[src/rtl/dmem_arb_pkg.sv]
// rtl/dmem_arb_pkg.sv - shared state and port-select encodings for the data-memory arbiter
package dmem_arb_pkg;

  typedef enum logic [1:0] {
    IDLE   = 2'd0,
    ACCESS = 2'd1,
    RESP   = 2'd2
  } state_t;

  localparam logic SEL_P = 1'b0;
  localparam logic SEL_D = 1'b1;

endpackage

[src/rtl/dmem_arb_select.sv]
// rtl/dmem_arb_select.sv - pipeline-priority winner selection with a debug-port starvation guard
module dmem_arb_select
  import dmem_arb_pkg::*;
#(
  parameter int MAX_WAIT = 4
) (
  input  logic clk,
  input  logic rst_n,
  input  logic p_req,
  input  logic d_req,
  input  logic in_idle,
  output logic grant,
  output logic sel
);

  localparam int CW = $clog2(MAX_WAIT + 1);
  localparam logic [CW-1:0] WAIT_LIMIT = CW'(MAX_WAIT);

  logic [CW-1:0] starve_cnt;
  logic          forced_d;

  always_comb begin
    forced_d = (starve_cnt == WAIT_LIMIT);
    grant    = in_idle && (p_req || d_req);
    if (d_req && (!p_req || forced_d)) begin
      sel = SEL_D;
    end else begin
      sel = SEL_P;
    end
  end

  // d_req with a P win implies both were requesting: that is a lost round for D.
  always_ff @(negedge clk or negedge rst_n) begin
    if (!rst_n) begin
      starve_cnt <= '0;
    end else if (in_idle && d_req) begin
      if (sel == SEL_D) begin
        starve_cnt <= '0;
      end else if (!forced_d) begin
        starve_cnt <= starve_cnt + CW'(1);
      end
    end
  end

endmodule

[src/rtl/dmem_arbiter.sv]
// rtl/dmem_arbiter.sv - two-port arbiter sequencing fixed-latency accesses to the single-port data memory
module dmem_arbiter
  import dmem_arb_pkg::*;
#(
  parameter int ADDR_WIDTH  = 10,
  parameter int DATA_WIDTH  = 16,
  parameter int MEM_LATENCY = 1,
  parameter int MAX_WAIT    = 4
) (
  input  logic                  I_CLOCK,
  input  logic                  I_RESET_N,
  input  logic                  I_P_REQ,
  input  logic                  I_P_WE,
  input  logic [ADDR_WIDTH-1:0] I_P_ADDR,
  input  logic [DATA_WIDTH-1:0] I_P_WDATA,
  output logic                  O_P_GNT,
  output logic                  O_P_VALID,
  output logic [DATA_WIDTH-1:0] O_P_RDATA,
  output logic                  O_P_STALL,
  input  logic                  I_D_REQ,
  input  logic                  I_D_WE,
  input  logic [ADDR_WIDTH-1:0] I_D_ADDR,
  input  logic [DATA_WIDTH-1:0] I_D_WDATA,
  output logic                  O_D_GNT,
  output logic                  O_D_VALID,
  output logic [DATA_WIDTH-1:0] O_D_RDATA,
  output logic                  O_M_EN,
  output logic                  O_M_WE,
  output logic [ADDR_WIDTH-1:0] O_M_ADDR,
  output logic [DATA_WIDTH-1:0] O_M_WDATA,
  input  logic [DATA_WIDTH-1:0] I_M_RDATA,
  output logic                  O_BUSY
);

  localparam int LW = (MEM_LATENCY > 1) ? $clog2(MEM_LATENCY) : 1;
  localparam logic [LW-1:0] LAT_LOAD = LW'(MEM_LATENCY - 1);

  state_t        state;
  state_t        next_state;
  logic [LW-1:0] lat_cnt;
  logic          serving;
  logic          grant;
  logic          win_sel;
  logic          start;
  logic          finish;

  dmem_arb_select #(
    .MAX_WAIT(MAX_WAIT)
  ) u_sel (
    .clk    (I_CLOCK),
    .rst_n  (I_RESET_N),
    .p_req  (I_P_REQ),
    .d_req  (I_D_REQ),
    .in_idle(state == IDLE),
    .grant  (grant),
    .sel    (win_sel)
  );

  always_ff @(negedge I_CLOCK or negedge I_RESET_N) begin
    if (!I_RESET_N) begin
      state <= IDLE;
    end else begin
      state <= next_state;
    end
  end

  always_comb begin
    next_state = state;
    case (state)
      IDLE:    if (grant) next_state = ACCESS;
      ACCESS:  if (lat_cnt == '0) next_state = RESP;
      RESP:    next_state = IDLE;
      default: next_state = IDLE;
    endcase
  end

  always_comb begin
    start  = (state == IDLE) && grant;
    finish = (state == ACCESS) && (lat_cnt == '0);
  end

  // GNT and VALID default low each edge so they only ever pulse for one cycle.
  always_ff @(negedge I_CLOCK or negedge I_RESET_N) begin
    if (!I_RESET_N) begin
      lat_cnt   <= '0;
      serving   <= SEL_P;
      O_M_EN    <= 1'b0;
      O_M_WE    <= 1'b0;
      O_M_ADDR  <= '0;
      O_M_WDATA <= '0;
      O_P_GNT   <= 1'b0;
      O_D_GNT   <= 1'b0;
      O_P_VALID <= 1'b0;
      O_D_VALID <= 1'b0;
      O_P_RDATA <= '0;
      O_D_RDATA <= '0;
    end else begin
      O_P_GNT   <= 1'b0;
      O_D_GNT   <= 1'b0;
      O_P_VALID <= 1'b0;
      O_D_VALID <= 1'b0;
      if (start) begin
        serving   <= win_sel;
        O_M_EN    <= 1'b1;
        O_M_WE    <= (win_sel == SEL_D) ? I_D_WE    : I_P_WE;
        O_M_ADDR  <= (win_sel == SEL_D) ? I_D_ADDR  : I_P_ADDR;
        O_M_WDATA <= (win_sel == SEL_D) ? I_D_WDATA : I_P_WDATA;
        O_P_GNT   <= (win_sel == SEL_P);
        O_D_GNT   <= (win_sel == SEL_D);
        lat_cnt   <= LAT_LOAD;
      end else if (finish) begin
        O_M_EN <= 1'b0;
        O_M_WE <= 1'b0;
        if (serving == SEL_P) begin
          O_P_VALID <= 1'b1;
          if (!O_M_WE) O_P_RDATA <= I_M_RDATA;
        end else begin
          O_D_VALID <= 1'b1;
          if (!O_M_WE) O_D_RDATA <= I_M_RDATA;
        end
      end else if (state == ACCESS) begin
        lat_cnt <= lat_cnt - LW'(1);
      end
    end
  end

  assign O_P_STALL = I_P_REQ && !O_P_VALID;
  assign O_BUSY    = (state != IDLE);

endmodule
[config.mk]
export PLATFORM = sky130hd
export DESIGN_NAME = dmem_arbiter
export DESIGN_NICKNAME = d
export VERILOG_FILES = /design/src/rtl/dmem_arb_pkg.sv /design/src/rtl/dmem_arb_select.sv /design/src/rtl/dmem_arbiter.sv
export SDC_FILE = /design/constraint.sdc
export NUM_CORES = 1
export LEC_CHECK = 0
export ABC_AREA = 1
export BUFFER_PORTS_ARGS = -buffer_cell sky130_fd_sc_hd__buf_2
export CORE_MARGIN = 5
export CORE_UTILIZATION = 51
export CTS_CLUSTER_DIAMETER = 150
export DETAILED_ROUTE_END_ITERATION = 7
export PLACE_DENSITY = 0.85
export SYNTH_ARGS = -nofsm -noshare
export SYNTH_HDL_FRONTEND = slang
export SYNTH_SLANG_ARGS = --single-unit
[constraint.sdc]
create_clock -name I_CLOCK -period 2.1 [get_ports I_CLOCK]
set_input_delay 0 -clock I_CLOCK [delete_from_list [all_inputs] [get_ports I_CLOCK]]
set_output_delay 0 -clock I_CLOCK [all_outputs]
set_load 0.01 [all_outputs]
==> metrics.yaml <==
power_and_ir_drop:
  leakagePower_uw: 0.00229
  p_sw_frac: 0.409
  share_seq_of_total_power: 0.373
  power.net_switching_uw: 2690
  largest_vdd_supply_drop_mv: 0.867
  cellInternalPower_uw: 3890
  p_comb_frac: 0.451
  clock_share_of_power: 0.177
  power.density_cell_area_mw_per_mm2: 1580
  totalPowerFinal_uw: 6580
sta:
  timing.clock.skew_ns: 0.00946
  relSlewSlack: 0.672
  final-max-slew-violation-count: 0
  fin_setup_tns_ns: 0
  hold_viol: 0
  fin_worst_hold_slack_ns: 0.380
  setup_viol: 0
  worst_pin_slew_ns: 0.490
final_layout:
  layout.cell_area.non_filler_mm2: 0.00415
  final_util: 0.693
  syn2layout_area_growth_pct: 31.1
  commonest_non_fill_non_tap_cell_in_the_layout: "sky130_fd_sc_hd__buf_2"
  layout.nets: 562
  layout-drive-gt1-share: 0.373
  nFillCells: 494
  num_antenna_cells: 0
  layout_common_cells: "sky130_fd_sc_hd__buf_2, sky130_fd_sc_hd__nand2_1, sky130_fd_sc_hd__nand3_1"
floorplan:
  design.die.area_mm2: 0.00789
  core-area_mm2: 0.00599
  fp.dieH_um: 88.8
  effective_utilization_at_floorplan: 0.529
  pin_count: 140
  floorplan.rows: 28
  die_w_um: 88.8
setup_path:
  arrival_ns: 2.06
  reg2regPathDepth: 6
  required_ns: 2.10
  worst-r2r-setup-slack_ns: 0.50
  crit_type: "register to primary output"
  worstSetupEndpointType: "primary output"
  regToRegEndpoint: "O_P_RDATA[6]$_DFFE_NN0P_"
  path_max_fanout: 4
  worstSetupStartpointType: "register"
  r2r_start: "state[1]$_DFFE_NN0P_"
drt:
  route.vias.total: 3029
  first_iter_violations: 147
  postRouteAntennaNets: 0
  post_route_drc: 0
  drt_pre_antenna_iters: 4
  route.detailed.vias_per_inst: 5.36
  routed_wire_length_per_instance_um: 15.8
  wirelength_um: 8910
worst_hold_path:
  holdPathStages: 4
  worst_hold_path_type: "input port to primary output"
  endpoint_worst_hold: "O_P_STALL"
  source_of_the_worst_hold_timing_path: "I_P_REQ"
global_route:
  first_global_vias: 3083
  grt_remaining_overflow: 0
  antenna_found_initial: 0
  wire_length_of_the_first_global_routing_pass_um: 14400
  grt_max_degree: 72
  track_usage: 0.235
yosys:
  synth_cell_type_count: 21
  synth_register_bits: 71
  synth.avg_cell_area_um2: 9.15
  net_count_after_synthesis: 422
  mappedNetlistArea_mm2: 0.00317
  synth.area.top_cells: "sky130_fd_sc_hd__dfrtn_1, sky130_fd_sc_hd__nand3_1, sky130_fd_sc_hd__nand2_1"
  cell_accounting_for_the_most_synthesized_area: "sky130_fd_sc_hd__dfrtn_1"
  yosys_warnings: 0
  synth_top_area_frac: 0.561
  synthesis.instances: 346
  synth_sequential_area_ratio: 0.561
clock_tree:
  htree_num_levels: 3
  max-clock-path-buffers: 2
  cts-hold-fix-buffers: 0
  clock-sinks: 71
  clkTransAtPathRegs_ns: 0.05
  insertion_delay_ns: 0.32
  cts_made_buffers: 9
  clock_tree_from_tritoncts: "built"
  clock-root-buffer: "sky130_fd_sc_hd__clkbuf_8"
placed_design:
  numPortBuffers: 139
  dpl.hpwl_um: 6230
  gp_congestion: 0.799
  place_area_mm2: 0.00391
status:
  run_status: "finished, final reports clean"
run:
  max-cap-violations: 0
## power groups by stage
stage | Combinational (µW) | Clock (µW) | Sequential (µW)
4_1_cts | 2970 | 1180 | 2440
3_5_place_dp | 2900 | 0 | 2470
5_1_grt | 3310 | 1240 | 2530
6_report | 2970 | 1160 | 2450
2_1_floorplan | 1520 | 0 | 2730
3_3_place_gp | 2780 | 0 | 2460
## cell type report
type | instances | area [µm²] | area share
flip-flops and latches | 71 | 1780 | 0.428
multi-input cells | 239 | 1190 | 0.286
repair buffers | 153 | 841 | 0.202
clock buffers | 9 | 124 | 0.0298
well taps | 75 | 93.8 | 0.0226
clock inverters | 6 | 86.3 | 0.0208
inverters | 12 | 45.0 | 0.0108
## synthesized netlist by cell type
library cell                 n
sky130_fd_sc_hd__nand4_2     2
sky130_fd_sc_hd__clkbuf_1    4
sky130_fd_sc_hd__inv_2       2
sky130_fd_sc_hd__buf_2      11
sky130_fd_sc_hd__nor2_2      1
sky130_fd_sc_hd__o21ai_0     3
sky130_fd_sc_hd__dfrtn_1    71
sky130_fd_sc_hd__nand3_1    88
sky130_fd_sc_hd__nor2_4      4
sky130_fd_sc_hd__nand2_2     1
sky130_fd_sc_hd__xor2_1      1
sky130_fd_sc_hd__buf_4       2
sky130_fd_sc_hd__clkinv_1    1
sky130_fd_sc_hd__ha_1        2
sky130_fd_sc_hd__o21ai_2     1
sky130_fd_sc_hd__nand2_1   102
sky130_fd_sc_hd__nor2_1      4
sky130_fd_sc_hd__inv_1       9
sky130_fd_sc_hd__buf_6       7
sky130_fd_sc_hd__nand4_1    26
sky130_fd_sc_hd__nand3_2     4
## sequential cells by signal (all words and copies together), names as in the netlist
signal            cells
O_P_GNT               1
O_D_GNT               1
u_sel.starve_cnt      3
O_P_VALID             1
O_M_WDATA            16
O_M_EN                1
O_P_RDATA            16
serving               1
O_D_VALID             1
lat_cnt               1
O_D_RDATA            16
O_M_WE                1
O_M_ADDR             10
state                 2
## metal layers
layer  track usage  share of wire
met1         0.309           0.40
met2         0.385           0.50
met3        0.0372          0.078
met4         0.102          0.019
met5             0              0
## cells by family (layout without fill, tap and decap cells)
family	after synthesis	in the layout	synth area share
AO/OA/AOI/OAI	4	4	0.00751
XOR/XNOR	1	1	0.00277
adder cells (fa/ha/maj)	2	2	0.00790
buffers and inverters	36	180	0.0660
flip-flops	71	71	0.561
AND/OR/NAND/NOR	232	232	0.355
## how the worst max path moves through the flow
stage	endpoint	start	depth (start not counted)	slack (ns)
2_1_floorplan	O_M_ADDR[4]$_DFFE_NN0P_	I_D_REQ	7	0.20
3_3_place_gp	O_M_ADDR[6]$_DFFE_NN0P_	I_P_REQ	7	0.22
3_5_place_dp	O_M_WDATA[8]$_DFFE_NN0P_	I_D_REQ	7	0.17
4_1_cts	O_BUSY	state[0]$_DFFE_NN0P_	3	0.02
5_1_grt	O_BUSY	state[1]$_DFFE_NN0P_	3	-0.01
6_report	O_BUSY	state[1]$_DFFE_NN0P_	3	0.04
## repair_timing
action,in CTS,in global routing
resized for setup,2,0
buffers inserted,2,2
endpoints found under the setup margin,1,1
## worst max-delay path: stages (launching register included)
cell and delay (ns):
sky130_fd_sc_hd__dfrtn_1 0.42, sky130_fd_sc_hd__inv_2 0.07, sky130_fd_sc_hd__nand2_4 0.07, sky130_fd_sc_hd__buf_4 0.13
## metrics by stage
stage	worst slack, ns	instances
finish	0.0443	565
global route	-0.0107	565
CTS	0.0198	563
detailed placement	0.166	546
global placement	0.221	546
floorplan	0.204	346
(Power assumes the default switching activity.)
